--- src/rtl/audio_pkg.sv ---
// Shared audio definitions for the I2S transmitter, the DDS test tone and
// any future audio sources: frame geometry and the packed stereo word.
package audio_pkg;

  // Bits per stereo frame on the I2S line and bits per channel slot.
  localparam int FRAME_BITS = 32;
  localparam int SLOT_BITS  = 16;

  // Stereo word as exchanged between sources and the transmitter.
  // Left channel sits in the upper half ([31:16]), right in the lower half.
  typedef struct packed {
    logic [SLOT_BITS-1:0] l;
    logic [SLOT_BITS-1:0] r;
  } stereo_sample_t;

endpackage

--- src/rtl/i2s_tx.sv ---
// I2S (Philips) master transmitter. One free-running frame counter drives
// every output; MCLK, BCLK, LRCLK and the sample request are decoded from
// the counter's next value and registered together with it, so all outputs
// move on the same i_clk edge with no relative skew. The serial data is the
// MSB of a shift register that is loaded or shifted only on BCLK falling
// edges, one BCLK after each LRCLK transition.
//
// The "load cycle" is the i_clk edge on which the counter enters
// 2*BCLK_DIV: i_sample is captured there, so the source must hold a stable
// word during the preceding cycle (REQ_LEAD >= 2 leaves room for a source
// that registers its word one cycle after the request).
module i2s_tx
  import audio_pkg::*;
#(
  parameter int BCLK_DIV   = 16,
  parameter int MCLK_SHIFT = 2,
  parameter int REQ_LEAD   = 4
) (
  input  logic                  i_clk,
  input  logic                  i_rst,
  input  logic                  i_en,
  input  logic [FRAME_BITS-1:0] i_sample,
  output logic                  o_sample_req,
  output logic                  o_mclk,
  output logic                  o_bclk,
  output logic                  o_lrclk,
  output logic                  o_sd
);

  // Frame geometry derived from the BCLK divider.
  localparam int BCLK_SHIFT = $clog2(BCLK_DIV);
  localparam int SLOT_CYC   = 2 * BCLK_DIV;
  localparam int FRAME_CYC  = FRAME_BITS * SLOT_CYC;
  localparam int CYC_W      = $clog2(FRAME_CYC);

  localparam logic [CYC_W-1:0] LAST_CYC = CYC_W'(FRAME_CYC - 1);
  localparam logic [CYC_W-1:0] LOAD_CYC = CYC_W'(SLOT_CYC);
  localparam logic [CYC_W-1:0] REQ_CYC  = CYC_W'(SLOT_CYC - REQ_LEAD);

  // Reject parameter sets that would break the clock decode or the
  // request-to-load handshake.
  if (BCLK_DIV < 2 || (BCLK_DIV & (BCLK_DIV - 1)) != 0) begin : g_bad_bclk_div
    $error("i2s_tx: BCLK_DIV must be a power of two and at least 2");
  end
  if (MCLK_SHIFT < 1 || MCLK_SHIFT > BCLK_SHIFT) begin : g_bad_mclk_shift
    $error("i2s_tx: MCLK_SHIFT must lie in 1..log2(BCLK_DIV)");
  end
  if (REQ_LEAD < 2 || REQ_LEAD > SLOT_CYC - 1) begin : g_bad_req_lead
    $error("i2s_tx: REQ_LEAD must lie in 2..2*BCLK_DIV-1");
  end

  logic [CYC_W-1:0]      cyc;
  logic [CYC_W-1:0]      cyc_next;
  logic                  slot_start;
  logic [FRAME_BITS-1:0] shift_reg;
  stereo_sample_t        sample_word;

  assign sample_word = stereo_sample_t'(i_sample);

  // A slot begins where BCLK falls, i.e. where the low counter bits wrap.
  assign slot_start = (cyc_next[BCLK_SHIFT:0] == '0);

  // The data line is the top of the shift register, already a flop output.
  assign o_sd = shift_reg[FRAME_BITS-1];

  // Next counter value: wraps at the end of a frame, parked at 0 while disabled.
  always_comb begin
    cyc_next = cyc + CYC_W'(1);
    if (!i_en || cyc == LAST_CYC) begin
      cyc_next = '0;
    end
  end

  // Counter and clock/request output bank, all decoded from the next count.
  always_ff @(posedge i_clk) begin
    if (i_rst) begin
      cyc          <= '0;
      o_sample_req <= 1'b0;
      o_mclk       <= 1'b0;
      o_bclk       <= 1'b0;
      o_lrclk      <= 1'b0;
    end else begin
      cyc          <= cyc_next;
      o_sample_req <= i_en && (cyc_next == REQ_CYC);
      o_mclk       <= cyc_next[MCLK_SHIFT-1];
      o_bclk       <= cyc_next[BCLK_SHIFT];
      o_lrclk      <= cyc_next[CYC_W-1];
    end
  end

  // Serialiser: capture the stereo word at the start of slot 1, shift on
  // every other slot start so slot 0 of the next frame carries the right LSB.
  always_ff @(posedge i_clk) begin
    if (i_rst || !i_en) begin
      shift_reg <= '0;
    end else if (cyc_next == LOAD_CYC) begin
      shift_reg <= sample_word;
    end else if (slot_start) begin
      shift_reg <= {shift_reg[FRAME_BITS-2:0], 1'b0};
    end
  end

endmodule

--- config.mk ---
export PLATFORM = sky130hd
export DESIGN_NAME = i2s_tx
export DESIGN_NICKNAME = d
export VERILOG_FILES = /design/src/rtl/audio_pkg.sv /design/src/rtl/i2s_tx.sv
export SDC_FILE = /design/constraint.sdc
export NUM_CORES = 1
export LEC_CHECK = 0
export CAP_MARGIN = 20
export CORE_UTILIZATION = 54
export CTS_BUF_LIST = sky130_fd_sc_hd__clkbuf_4 sky130_fd_sc_hd__clkbuf_8
export DETAILED_ROUTE_END_ITERATION = 7
export PLACE_DENSITY = 0.82
export SYNTH_ARGS = -nofsm -noshare
export SYNTH_HDL_FRONTEND = slang
export SYNTH_SLANG_ARGS = --single-unit
--- constraint.sdc ---
create_clock -name i_clk -period 2.5 [get_ports i_clk]
set_clock_uncertainty 0.15 [all_clocks]
set_input_delay 0.25 -clock i_clk [delete_from_list [all_inputs] [get_ports i_clk]]
set_output_delay 0.25 -clock i_clk [all_outputs]
set_load 0.02 [all_outputs]
==> impl_results.md, run 1 <==
* Least-Margin Pin Slew at 0.617 ns
* RSZ-0062 raised after global routing: no
* Synth top cells by count: 43 x dfxtp_1, 32 x a21oi_1, 32 x nand3b_1
* CP arrival at 2.35 ns
* Multi-input gate area at 0.00122 mm^2
* CP max stage cell: or3_1
* Drt first pass iters at 4
* # port buffers at 39
* Status: finished clean
* Startpoint Class: flip-flop
* Die height at 66.1 um
* Post-Syn Area at 0.00222 mm^2
* Crit-path cells: ha_2, nand4_2, or3_1, and2_1, a21boi_4, buf_12, a22oi_2, a21oi_1
* Drc violations at 0
* Row Count at 22
* WHS at 0.346 ns
* Synth Warn # at 0
* Largest net degree at the start of global routing at 37
* Synth Area per Inst at 10.3 um^2
* Reg clk slew, reported paths at 0.08 ns
* Crit share post-route at 0.933
* Leak pwr at 0.815 nW
* Tmin final at 2.33 ns
* Top-area cell type share of the netlist area at 0.388
* Final Max Tran Viols at 0
* Fillers at 289
* Slowest cell delay on critical path at 0.37 ns
* TritonCTS Buffers at 5
* Gr ovfl total at 0
* Initial Util at 0.584
* Delay-heaviest family, CP: simple AND/OR/NAND/NOR gates
* Register area share after synthesis at 0.388
* Setup Viol. Count Final at 0
* Sw Ratio at 0.221
* Vias in the first global route at 1,615
* R2R setup slack at 0.17 ns
* Logic pwr share at 0.102
* Final Hold Fails at 0
* Max Fclk at 0.429 GHz
* Clock power frac at 0.374
* Die width at 66.1 um
* Synth top area cells: dfxtp_1 39%, a22oi_2 17%, nand3b_1 11%
* Initial antenna violation count at 0
* Power Internal at 1.02 mW
* Mapped Cells at 216
* Seq pwr share at 0.524
* Critical path start-end classification: flip-flop to flip-flop
* Critical path endpoint category: flip-flop
* Relative slew slack at 0.587
* DP HPWL at 2830 um
* EDFF count, synth at 0
* Asr flop ratio synth at 0
* Critical path fanouts, max at 35
* P_sw at 290 uW
* Final core occ at 0.724
* Via-to-Cell Ratio at 5.99
* Htree depth at 2
* Peak VDD IR at 0.397 mV
* Post-cts hold buffer count at 0
* CTS tree: built
* Netlist cell types at 41
* Max FFs per register at 32
* CTS sink cnt at 43
* WP data required at 2.52 ns
* Post-Syn Nets at 252
* Dominant cell type by area after synthesis: dfxtp_1
* Clock Path Buffers at 2
* DR WL/cell at 15.3 um
* Area growth syn-to-layout at 24.1%
* Diodes inserted at 0
* Vias after detailed routing at 1,820
* CTS root buf: clkbuf_8
* Share of layout cells above drive strength 1 at 0.234
* ANT nets after route at 0
* DIE AREA at 0.00437 mm^2
* Routed WL at 4640 um
* Most frequent cell after synthesis: dfxtp_1
* Seq cells post-synth at 43
* Placer Congestion at 0.776
* FF/Latch Area at 861 um^2
* Nets at 291
* Post-synth top flop: dfxtp_1
* P per Cell Area at 477 mW/mm^2
* Worst min-delay path category: flip-flop to flip-flop
* Buffer and inverter count on the worst path at 1
* Iter 0 DRT Violations at 148
* Total power at 1.31 mW
* Setup TNS at 0 ns
* Clk_lat worst skew at 0.29 ns
* Max-Cap Viols at 0
* Core Region at 0.00380 mm^2
* Total GRT Usage at 0.215
* # IOs at 40
* First-pass GRT wire length at 7180 um
kinds of logic after synthesis:
kind of cell	after synthesis	synth area share
compound gates	75	0.301
simple gates	69	0.203
flops	43	0.388
buf+inv	20	0.0694
xor+xnor	7	0.0277
mux	1	0.00451
fa+ha+maj	1	0.00564
final cells by class:
| class | count | area share |
|---|---|---|
| Multi-Input combinational cell | 154 | 0.442 |
| Sequential cell | 43 | 0.313 |
| Timing Repair Buffer | 49 | 0.183 |
| Clock buffer | 8 | 0.0377 |
| Tap cell | 48 | 0.0218 |
| Inverter | 2 | 0.00273 |
power by group through the flow:
| stage | Sequential (mW) | Combinational [mW] | Clock, mW |
|---|---|---|---|
| after global routing | 0.687 | 0.141 | 0.529 |
| after detailed placement | 0.703 | 0.128 | 0 |
| after global placement | 0.703 | 0.128 | 0 |
| final | 0.687 | 0.134 | 0.491 |
| after CTS | 0.686 | 0.130 | 0.499 |
| after floorplan | 0.705 | 0.0547 | 0 |
routing by layer:
| metal | global-route usage | part of all wire | up-vias |
|---|---|---|---|
| met1 | 0.294 | 0.50 | 866 |
| li1 | - | - | 890 |
| met5 | 0 | 0 | - |
| met3 | 0.0552 | 0.058 | 8 |
| met4 | 0.0957 | 0.016 | 0 |
| met2 | 0.315 | 0.43 | 56 |
tightest hold or removal path, cell delays in order, from the launching register on:
cell      delay [ns]
dfxtp_1         0.32
nand3b_1        0.08
a21oi_1         0.06
path summary, 6_finish.rpt:
path	depth (start not counted)	to	startpoint
worst max register to register	8	shift_reg[12]	cyc[0]
worst min-delay path	2	shift_reg[20]	shift_reg[19]
worst min register to register	2	shift_reg[20]	shift_reg[19]
worst max-delay path	8	shift_reg[12]	cyc[0]
cells in the final DEF (no fill, tap or decap), types with 2 or more instances in the layout:
cell type,netlist,final
o21ai_0,3,3
nand3b_1,32,32
clkbuf_8,0,7
buf_12,0,3
nor2_1,12,12
a21oi_1,32,32
a22oi_1,2,2
buf_4,2,7
nand2_1,5,5
a22oi_2,30,30
xor2_1,5,5
clkdlybuf4s50_1,0,39
and3_1,2,2
xnor2_1,2,2
inv_1,2,2
nand2b_1,2,2
or3_1,3,3
dfxtp_1,43,43
nand3_1,3,3
timing repair:
item,4_1_cts,5_1_grt
endpoints found under the setup margin,0,18
resized for setup,0,1
setup buffers,0,0
per-stage QoR:
stage	worst slack (ns)	instance area, um^2	cells
final	0.168	2750	304
after global routing	0.0332	2750	304
after CTS	0.0173	2740	303
after detailed placement	0.0509	2630	295
after global placement	0.120	2630	295
after floorplan	0.0667	2220	216
Note: power is estimated with default switching activity, not from simulation.
==> inputs of run 2 (changes only) <==
- ABC_AREA: unset -> 1
- CORE_UTILIZATION: 54 -> 50
- PLACE_DENSITY: 0.82 -> 0.78
- clock period: 2.5 -> 2.1 ns (I/O delays scaled with it)
==> run 2 against run 1 <==
The run now ends with setup timing left. Worst hold slack got worse by 0.0014 ns. Clock-buffer cell count fell by 3. Fmax rose by 4.0%. Register-to-register slack got worse by 0.31 ns. Wire length rose by 80%. Global-route usage rose by 1.9 points. Setup slack got worse by 0.31 ns. Combinational power rose by 110%. Critical path type unchanged. Synthesized cell count rose by 82%. Critical path depth rose by 7. Sequential share of layout area fell by 9.4 points. Core utilization rose by 10 points.
==> impl_results.md, run 2 <==
* DP HPWL at 3910 um
* Row Count at 25
* Reg clk slew, reported paths at 0.09 ns
* Startpoint Class: flip-flop
* Synth top cells by count: 114 x nand2_1, 70 x inv_1, 68 x nand3_1
* Tmin final at 2.24 ns
* TritonCTS Buffers at 5
* Seq pwr share at 0.465
* Placer Congestion at 0.897
* Final Hold Fails at 0
* RSZ-0062 raised after global routing: yes
* Power Internal at 1.32 mW
* Core Region at 0.00479 mm^2
* CTS tree: built
* Clock Path Buffers at 2
* Cell mode on critical path: nand2_4
* Synth top area cells: dfxtp_1 34%, nand2_1 17%, nand3_1 14%
* Dominant cell type by area after synthesis: dfxtp_1
* Leak pwr at 1.82 nW
* Htree depth at 2
* Nets at 492
* Failing checks: setup timing
* # IOs at 40
* Die height at 73.0 um
* Post-cts hold buffer count at 0
* Most common cell after layout, fill and taps aside: nand2_1
* Critical path endpoint category: flip-flop
* Asr flop ratio synth at 0
* Most frequent cell after synthesis: nand2_1
* Peak VDD IR at 0.385 mV
* Most frequent cells in the layout: 88 x nand2_1, 69 x inv_1, 45 x nand3_1
* Max FFs per register at 32
* Logic pwr share at 0.161
* # port buffers at 39
* Via-to-Cell Ratio at 5.30
* Setup TNS at -2.39 ns
* Drc violations at 0
* Netlist cell types at 30
* Routed WL at 8360 um
* Critical path fanouts, max at 8
* Final Max Tran Viols at 0
* Setup Viol. Count Final at 31
* Total GRT Usage at 0.234
* CP max stage cell: dfxtp_2
* Post-synth top flop: dfxtp_1
* Initial Util at 0.526
* Worst Slack Setup Final at -0.143 ns
* Vias after detailed routing at 2,778
* DR WL/cell at 16.0 um
* Die width at 73.0 um
* Least-Margin Pin Slew at 0.410 ns
* Crit-path cells: ha_4, nand2_4, nor2_4, buf_6, nand2_2, nand2_4, buf_6, nand3_4, nor2_4, nand2_4, buf_12, nand2_1, nand3_1, nand2_1, inv_1
* Hold-critical path depth at 2
* Mapped Cells at 394
* Area growth syn-to-layout at 56.9%
* Relative slew slack at 0.726
* CP arrival at 2.30 ns
* Max Fclk at 0.446 GHz
* Share of layout cells above drive strength 1 at 0.346
* Iter 0 DRT Violations at 255
* Fin area at 0.00395 mm^2
* Worst min-delay path category: flip-flop to flip-flop
* DIE AREA at 0.00532 mm^2
* Clock power frac at 0.375
* Register area share after synthesis at 0.342
* Placed Area at 0.00305 mm^2
* Status: finished with violations
* Largest net degree at the start of global routing at 30
* Top-area cell type share of the netlist area at 0.342
* Max-Cap Viols at 0
* Post-Syn Nets at 430
* Synth Warn # at 0
* Initial antenna violation count at 0
* Synth Area per Inst at 6.39 um^2
* P per Cell Area at 446 mW/mm^2
* WP data required at 2.16 ns
* R2R cell count at 15
* EDFF count, synth at 0
* R2R setup slack at -0.14 ns
* P_sw at 444 uW
* Vias in the first global route at 2,220
* Diodes inserted at 0
* Drt first pass iters at 5
* ANT nets after route at 0
* First-pass GRT wire length at 9630 um
* Crit share post-route at 1.07
* CTS sink cnt at 43
* Sw Ratio at 0.252
* Fillers at 276
* Slowest cell delay on critical path at 0.37 ns
* Gr ovfl total at 0
* CTS root buf: clkbuf_8
* Seq cells post-synth at 43
* Post-Syn Area at 0.00252 mm^2
* Critical path start-end classification: flip-flop to flip-flop
* Clk_lat worst skew at 0.31 ns
==> run 2: changes by cell type after synthesis, moves of 4 or more <==
cell	delta
a21oi_1	-29
a22oi_2	-30
buf_2	+6
inv_1	+68
nand2_1	+109
nand2_2	+6
nand3_1	+65
nand3b_1	-32
nor2_1	+31
nor2_4	+5
xor2_1	-4
==> run 2: per-stage QoR <==
step / utilization / hold WS (ns) / setup WS (ns) / instances / total power, mW
3_5_place_dp: 0.637 / 0.313 / -0.00957 / 497 / 1.02
3_3_place_gp: 0.637 / 0.300 / 0.0558 / 497 / 1.02
4_1_cts: 0.672 / 0.326 / 0.000543 / 508 / 1.68
2_1_floorplan: - / 0.220 / 0.00620 / 394 / 0.917
6_report: 0.825 / 0.345 / -0.143 / 524 / 1.76
5_1_grt: 0.825 / 0.358 / -0.215 / 524 / 1.82
==> run 2: path summary, 6_finish.rpt <==
check | start | to
worst min-delay path | shift_reg[18] | shift_reg[18]
worst min register to register | shift_reg[18] | shift_reg[18]
worst max-delay path | cyc[0] | shift_reg[8]
worst max register to register | cyc[0] | shift_reg[8]
==> run 2: power groups by stage <==
stage / Combinational (mW) / Sequential [mW] / Clock (mW)
6_report: 0.283 / 0.819 / 0.661
5_1_grt: 0.294 / 0.819 / 0.708
4_1_cts: 0.189 / 0.818 / 0.672
3_5_place_dp: 0.181 / 0.837 / 0
3_3_place_gp: 0.181 / 0.837 / 0
2_1_floorplan: 0.0788 / 0.838 / 0
==> run 2: critical path, delay by kind of cell (launching register included) <==
family	cells	cell delay (ns)
buffers and inverters	4	0.45
adder cells (fa/ha/maj)	1	0.17
AND/OR/NAND/NOR	10	1.01
flip-flops	1	0.37
==> run 2: what timing repair did <==
item                                    CTS  global route
setup buffers                             3             8
gates resized for setup                   7           126
endpoints found under the setup margin   20            32
gates cloned                              0             9
pin swaps                                 4            19
==> run 2: cells by family (layout without fill, tap and decap cells) <==
group                    count (synthesis)  in the layout  synth area share
buffers and inverters                   90            152             0.162
AND/OR/NAND/NOR                        251            252             0.460
AO/OA/AOI/OAI                            7              7            0.0209
adder cells (fa/ha/maj)                  1              1           0.00497
XOR/XNOR                                 2              2           0.00994
flip-flops                              43             43             0.342
==> run 2: layout make-up <==
cell class              instances  area [um^2]  area share
repair buffers                 73          870       0.220
inverters                      71          274      0.0694
clock buffers                   5         68.8      0.0174
well taps                      67         83.8      0.0212
multi-input cells             262         1740       0.442
flip-flops and latches         43          866       0.219
clock inverters                 3         43.8      0.0111
==> run 2: routing by layer <==
metal,GRT usage,share of wire,vias to the layer above
li1,-,-,1321
met3,0.0442,0.050,19
met5,0,0,-
met2,0.410,0.52,104
met1,0.278,0.41,1334
met4,0.105,0.024,0
